==> src/rtl/regfile_port_seq.sv <==
// Register-file port sequencer.
// Walks a contiguous, wrapping range of register indices and either streams
// their contents out (dump) or writes an incoming word stream into them (load).
// Writes aimed at x0 are consumed from the stream but never reach the regfile.
//
// Ports:
//   clk, reset (async, active-low), abort (sync, ignored in IDLE)
//   cmd_valid/cmd_ready/cmd_op/cmd_base/cmd_count : command handshake
//   out_valid/out_ready/out_data/out_addr         : dump stream, one-entry stage
//   in_valid/in_ready/in_data                     : load stream
//   rf_raddr/rf_rd                                : regfile read port (comb read)
//   rf_waddr/rf_we/rf_wd                          : regfile write port
//   busy, done (1-cycle pulse), err (1-cycle pulse on rejected command)
module regfile_port_seq #(
  parameter int DATA_W = 32,
  parameter int ADDR_W = 5
) (
  input  logic              clk,
  input  logic              reset,
  input  logic              abort,
  input  logic              cmd_valid,
  output logic              cmd_ready,
  input  logic              cmd_op,
  input  logic [ADDR_W-1:0] cmd_base,
  input  logic [ADDR_W:0]   cmd_count,
  output logic              out_valid,
  input  logic              out_ready,
  output logic [DATA_W-1:0] out_data,
  output logic [ADDR_W-1:0] out_addr,
  input  logic              in_valid,
  output logic              in_ready,
  input  logic [DATA_W-1:0] in_data,
  output logic [ADDR_W-1:0] rf_raddr,
  input  logic [DATA_W-1:0] rf_rd,
  output logic [ADDR_W-1:0] rf_waddr,
  output logic              rf_we,
  output logic [DATA_W-1:0] rf_wd,
  output logic              busy,
  output logic              done,
  output logic              err
);

  localparam int NREGS = 2 ** ADDR_W;
  localparam logic [ADDR_W:0] NREGS_C = (ADDR_W + 1)'(NREGS);

  typedef enum logic [1:0] {IDLE, DUMP, LOAD, DONE} state_t;

  state_t            state;
  logic [ADDR_W-1:0] ptr;
  logic [ADDR_W:0]   remaining;

  logic cmd_accept;
  logic cmd_bad;
  logic slot_free;
  logic load_hs;

  assign cmd_ready = (state == IDLE);
  assign busy      = (state != IDLE);
  // A command coinciding with abort is not taken, even though abort is
  // otherwise a no-op in IDLE.
  assign cmd_accept = cmd_valid & cmd_ready & ~abort;
  assign cmd_bad    = (cmd_count == '0) || (cmd_count > NREGS_C);

  assign in_ready = (state == LOAD) && (remaining != '0);
  assign load_hs  = in_valid & in_ready;

  assign rf_raddr = ptr;
  assign rf_waddr = ptr;
  assign rf_wd    = in_data;
  assign rf_we    = load_hs && (ptr != '0);

  assign slot_free = ~out_valid | out_ready;

  always_ff @(posedge clk or negedge reset) begin
    if (!reset) begin
      state     <= IDLE;
      ptr       <= '0;
      remaining <= '0;
      out_valid <= 1'b0;
      out_data  <= '0;
      out_addr  <= '0;
      done      <= 1'b0;
      err       <= 1'b0;
    end else begin
      done <= 1'b0;
      err  <= 1'b0;
      if ((state != IDLE) && abort) begin
        state     <= IDLE;
        out_valid <= 1'b0;
      end else begin
        case (state)
          IDLE: begin
            if (cmd_accept) begin
              if (cmd_bad) begin
                err <= 1'b1;
              end else begin
                ptr       <= cmd_base;
                remaining <= cmd_count;
                state     <= cmd_op ? LOAD : DUMP;
              end
            end
          end
          DUMP: begin
            if (slot_free) begin
              if (remaining != '0) begin
                out_data  <= rf_rd;
                out_addr  <= ptr;
                out_valid <= 1'b1;
                ptr       <= ptr + ADDR_W'(1);
                remaining <= remaining - (ADDR_W + 1)'(1);
              end else begin
                out_valid <= 1'b0;
                state     <= DONE;
                done      <= 1'b1;
              end
            end
          end
          LOAD: begin
            if (remaining == '0) begin
              state <= DONE;
              done  <= 1'b1;
            end else if (load_hs) begin
              ptr       <= ptr + ADDR_W'(1);
              remaining <= remaining - (ADDR_W + 1)'(1);
            end
          end
          DONE: begin
            state <= IDLE;
          end
          default: begin
            state <= IDLE;
          end
        endcase
      end
    end
  end

endmodule

==> config.mk <==
export PLATFORM = sky130hd
export DESIGN_NAME = regfile_port_seq
export DESIGN_NICKNAME = d
export VERILOG_FILES = /design/src/rtl/regfile_port_seq.sv
export SDC_FILE = /design/constraint.sdc
export NUM_CORES = 1
export LEC_CHECK = 0
export BUFFER_PORTS_ARGS = -buffer_cell sky130_fd_sc_hd__buf_2
export CORE_MARGIN = 2
export CORE_UTILIZATION = 39
export CTS_CLUSTER_DIAMETER = 100
export DETAILED_ROUTE_END_ITERATION = 10
export MAX_ROUTING_LAYER = met4
export PLACE_DENSITY_LB_ADDON = 0.3
export REMOVE_ABC_BUFFERS = 1
export SLEW_MARGIN = 10
export SYNTH_ARGS = -nofsm -noshare
export SYNTH_HDL_FRONTEND = slang
export SYNTH_SLANG_ARGS = --single-unit
==> constraint.sdc <==
create_clock -name clk -period 2 [get_ports clk]
set_input_delay 0.1 -clock clk [delete_from_list [all_inputs] [get_ports clk]]
set_output_delay 0.1 -clock clk [all_outputs]
set_load 0.02 [all_outputs]
Yosys cells after proc, flatten, opt, wreduce, memory -nomap -nowiden
Index checks and enable logic that the tools add are counted.
Widths: inputs -> output; s select.
{ "op_classes": {"add_sub_neg": 2, "n_lt_le_gt_ge": 1, "n_eq_ne": 14, "muxes": 35, "bitwise_logic": 7, "n_reduce_logical": 17} }
{ "ops": {"columns": ["op", "count"], "rows": [
  ["$mux 6", 6],
  ["$mux 5", 6],
  ["$pmux 6 s3", 1],
  ["$pmux 5 s3", 1],
  ["$mux 2", 7],
  ["$logic_not 6->1", 2],
  ["$mux 1", 12],
  ["$ne 2x2->1 const B", 5],
  ["$pmux 2 s4", 1],
  ["$reduce_and 8->1", 1],
  ["$gt 6x6->1 const B", 1],
  ["$ne 3x1->1 const B", 2],
  ["$ne 3x3->1 const B", 2],
  ["$reduce_bool 2->1", 3],
  ["$reduce_bool 6->1", 1],
  ["$sub 6x1->6 const B", 1],
  ["$add 5x1->5 const B", 1],
  ["$reduce_and 5->1", 1],
  ["$reduce_bool 5->1", 1],
  ["$eq 2x2->1 const B", 2],
  ["$reduce_and 4->1", 1],
  ["$and 1x1->1", 3],
  ["$logic_and 1x1->1", 3],
  ["$ne 3x2->1 const B", 1],
  ["9 further kinds", 11]
]} }
{ "totals": {"reg_bits": 53, "output_inout_bits": 86, "wordCells": 84} }

Depth between registers and ports, before layout
{ "depth": {"depth_word": 6, "depth_mapped": 9, "ltp_nobuf": 7} }

Least setup slack after synthesis
Ideal clock, no wire load.
{ "synth_path": {"path_kind": "reg2reg", "startpoint": "register state[0]", "endpoint": "register out_data[22]", "setup_time_ns": 0.125, "arrival_time_ns": 2.024, "required_time_ns": 1.875, "slack_ns": -0.149, "path_stages_with_launch": 9, "n_path_buf": 2, "path_cell_list": "dfrtp_1 inv_1 ha_1 inv_1 nand2_1 nand4_1 buf_2 buf_2 mux2_2"} }
{ "synth_between": {"elab_chain_cells": 4, "word_cells_on_any_way": 5} }
{ "synth_lines": {"columns": ["element", "line_no", "text"], "rows": [
  ["start: declaration", "48", "state_t state;"],
  ["start signal: assignment", "99", "state <= cmd_op ? LOAD : DUMP;"],
  ["$reduce_bool 2->1", null, null],
  ["named net busy", "38", "output logic busy,"],
  ["$logic_and 1x1->1", "87", "if ((state != IDLE) && abort) begin"],
  ["$not 1->1 (no source line)", null, null],
  ["$reduce_and 4->1 (no source line)", null, null],
  ["end signal: assignment", "106", "out_data <= rf_rd;"],
  ["end: declaration", "28", "output logic [DATA_W-1:0] out_data,"]
]} }
The timed path passes the listed nets, and every way through them passes these cells.
A chain may end at the register's enable or synchronous reset.

Worst setup path in the final report
{ "layout_path": {"startpoint": "register remaining[0]", "endpoint": "register ptr[2], in the netlist rf_raddr[2]"} }
{ "layout_between": {"elab_chain_cells": 5, "word_cells_on_any_way": 8} }
{ "layout_lines": {"columns": ["element", "line_no", "text"], "rows": [
  ["start: declaration", "50", "logic [ADDR_W:0] remaining;"],
  ["start signal: assignment", "98", "remaining <= cmd_count;"],
  ["start signal: assignment", "110", "remaining <= remaining - (ADDR_W + 1)'(1);"],
  ["start signal: assignment", "124", "remaining <= remaining - (ADDR_W + 1)'(1);"],
  ["$reduce_bool 6->1", "64, 105", null],
  ["$logic_and 1x1->1", "64", "assign in_ready = (state == LOAD) && (remaining != '0);"],
  ["$and 1x1->1", "65", "assign load_hs = in_valid & in_ready;"],
  ["$ne 2x2->1 (no source line)", null, null],
  ["$reduce_and 8->1 (no source line) (*)", null, null],
  ["end signal: assignment", "97", "ptr <= cmd_base;"],
  ["end signal: assignment", "109", "ptr <= ptr + ADDR_W'(1);"],
  ["end signal: assignment", "123", "ptr <= ptr + ADDR_W'(1);"],
  ["end: declaration", "49", "logic [ADDR_W-1:0] ptr;"]
]} }
Mark *: on every way between the ends. The rest lies on a longest branch, timed or not.

==> run_results.csv <==
group,metric,value,unit
outcome,status,"completed",
sta,fin_crit,1910,ps
finish,layout-drive-gt1-share,0.507,
critical_path,worstSetupStartpoint,"remaining[0]",
route,vias,2323,
cts,numCtsBuffers,5,
critical_path,path_max_fanout,10,
yosys,postSynthCellCount,262,
route,drt-initial-drc-count,131,
power_and_ir_drop,p_sw_frac,0.448,
route,wl_per_cell,17.4,um
power_and_ir_drop,power_frac_clock,0.101,
yosys,ys.flop_type,"dfrtp_1",
route,drt_drc_violations_left,0,
sta,hold_violations,0,
power_and_ir_drop,seq_power_share,0.311,
critical_path,regToRegStartpoint,"remaining[0]",
sta,setup_viol,0,
critical_path,reg2reg_depth,8,
cts,h-tree-depth,2,
route,viasPerCell,5.07,
yosys,async_reset_ff_frac,1.00,
global_route,grt_pass1_wl,11100,um
min_path,hold_class,"in2reg",
power_and_ir_drop,leakagePower,1.73,nW
sta,post-route-period-util,0.953,
finish,final_cell_mix,"buf_2 (103), dfrtp_1 (53), mux2_2 (36)",
route,ant_nets,0,
sta,fin_skew,9.19,ps
die,die_area,7950,um^2
critical_path,crit_path_end_kind,"flip-flop",
yosys,ys_seq_area_frac,0.469,
placed_design,gp_congestion,0.865,
finish,layout_commonest_cell,"buf_2",
finish,final_cell_area,3580,um^2
flow_run,cap_violations,0,
route,wl,7970,um
min_path,hp-start,"rf_rd[30]",
finish,seq_area,1330,um^2
sta,hold_ws,4.83,ps
yosys,synth_cell_types,38,
die,core,7140,um^2
placed_design,placed_cell_area,3300,um^2
die,io_pins,168,
yosys,syn_avg_cell_area,10.8,um^2
die,die_h,89.2,um
yosys,ys_ff_latch,53,
critical_path,critPathKind,"reg2reg",
power_and_ir_drop,vdd_drop_max,0.000431,V
cts,cts_tree,"yes",
power_and_ir_drop,p_int,3.47,mW
die,rows,31,
power_and_ir_drop,finalPower,6.28,mW
yosys,synth_edf_count,0,
global_route,grt_remaining_overflow,0,
sta,worst_slew_margin_rel,0.594,
global_route,grt_max_degree,40,
cts,cts_buffer_depth,2,
sta,rsz0062_at_grt,"false",
yosys,ys_warn_count,0,
placed_design,dpl.hpwl,5690,um
min_path,holdPathStages,2,
cts,cts_sinks,53,
power_and_ir_drop,p_comb_frac,0.588,
placed_design,portBuffers,103,
cts,clkTransAtPathRegs,100,ps
die,floorplan.initialDensity,0.396,
critical_path,crit_arrival,2160,ps
power_and_ir_drop,power-per-cell-area,1760,nW/um^2
finish,final_core_util,0.501,
die,fp.dieW,89.2,um
finish,multi_input_area,1170,um^2
sta,drv_slew,0,
global_route,antenna_found_initial,0,
sta,setup_slack,93.6,ps
finish,area_delta_synth_final,26.5,%
cts,cts_root_buf,"clkbuf_8",
finish,num-fill-cells,700,
placed_design,dp_slack,2.28,ps
power_and_ir_drop,power_switching,2.81,mW
finish,num_antenna_cells,0,
yosys,synth_area,2830,um^2
finish,layout.nets,448,
finish,layout.cells.non_filler,458,
sta,max_freq,525,MHz
global_route,grt_pass1_vias,2078,
sta,tightest_slew,609,ps
cts,clock_latency,310,ps
placed_design,placed_cells,437,
route,drt_first_pass_iters,4,
critical_path,start_kind,"flip-flop",
global_route,track_usage,0.194,
sta,fin_tns_setup,0,ps
critical_path,critPathRequiredTime,2250,ps
[cells in the mapped netlist (2+ instances only)]
cell type	count	area share
a21oi_1	6	0.011
a31oi_1	5	0.011
a41oi_1	5	0.015
and3_1	5	0.011
buf_2	5	0.0088
buf_4	37	0.098
clkbuf_1	2	0.0027
dfrtp_1	53	0.47
ha_1	8	0.035
inv_1	9	0.012
mux2_2	36	0.14
mux2i_1	2	0.0071
nand2_1	15	0.020
nand2b_1	2	0.0044
nand3_1	17	0.030
nand4_1	2	0.0044
nor2_1	11	0.015
nor2b_1	3	0.0066
nor3_1	8	0.014
o21ai_0	12	0.021
or3_1	2	0.0044
[sequential cells by signal, indices dropped and copies added, names as in the netlist]
register,cells
state,2
out_data,32
out_valid,1
err,1
out_addr,5
done,1
rf_raddr,5
remaining,6
[cell type report]
class / instances / share of cell area
clock buffers: 5 / 0.0192
clock inverters: 3 / 0.00735
inverters: 10 / 0.0105
multi-input cells: 154 / 0.327
flip-flops and latches: 53 / 0.371
well taps: 99 / 0.0346
repair buffers: 134 / 0.230
[worst paths after layout]
check | end | slack [ps]
min | out_data[30] | 5
max | rf_raddr[2] | 90
min in group asynchronous | out_data[12] | 350
max reg2reg | rf_raddr[2] | 90
max in group asynchronous | out_data[16] | 920
min reg2reg | out_addr[1] | 490
[critical path, cell delays in order, from the launching register on]
cell and delay, ps:
dfrtp_1 380, inv_2 60, ha_1 180, nor3b_4 150, a31oi_1 230, o21ai_1 100
buf_4 170, or4_1 470, nand3_1 90
[metal layers]
metal  share of wire  global-route usage  up-vias  routed length (um)
li1                -                   -     1076                   -
met1            0.41               0.241     1107                3280
met2            0.44               0.265      133                3490
met3            0.14               0.127        7                1130
met4          0.0093              0.0407        0                  74
met5               0                   -        -                   0
[power by group through the flow]
stage | sequential [mW] | clock (mW) | combinational, mW
floorplan | 2.57 | 0 | 1.67
global placement | 1.95 | 0 | 3.49
detailed placement | 1.97 | 0 | 3.55
CTS | 1.94 | 0.656 | 3.57
global route | 2.03 | 0.699 | 4.04
finish | 1.95 | 0.633 | 3.70
[cells by family after synthesis]
kind of cell | share of synthesized area
AND/OR/NAND/NOR | 0.123
buffers and inverters | 0.124
flip-flops | 0.469
AO/OA/AOI/OAI | 0.0973
multiplexers | 0.150
adder cells (fa/ha/maj) | 0.0354
[timing repair]
item / in CTS / in global routing
resized for setup: 2 / 6
endpoints found under the hold margin: 27 / 5
hold buffers: 3 / 5
gates cloned: 0 / 3
setup buffers: 0 / 2
endpoints found under the setup margin: 28 / 39
pin swaps: 0 / 1
Power figures use the tool's default switching activity.
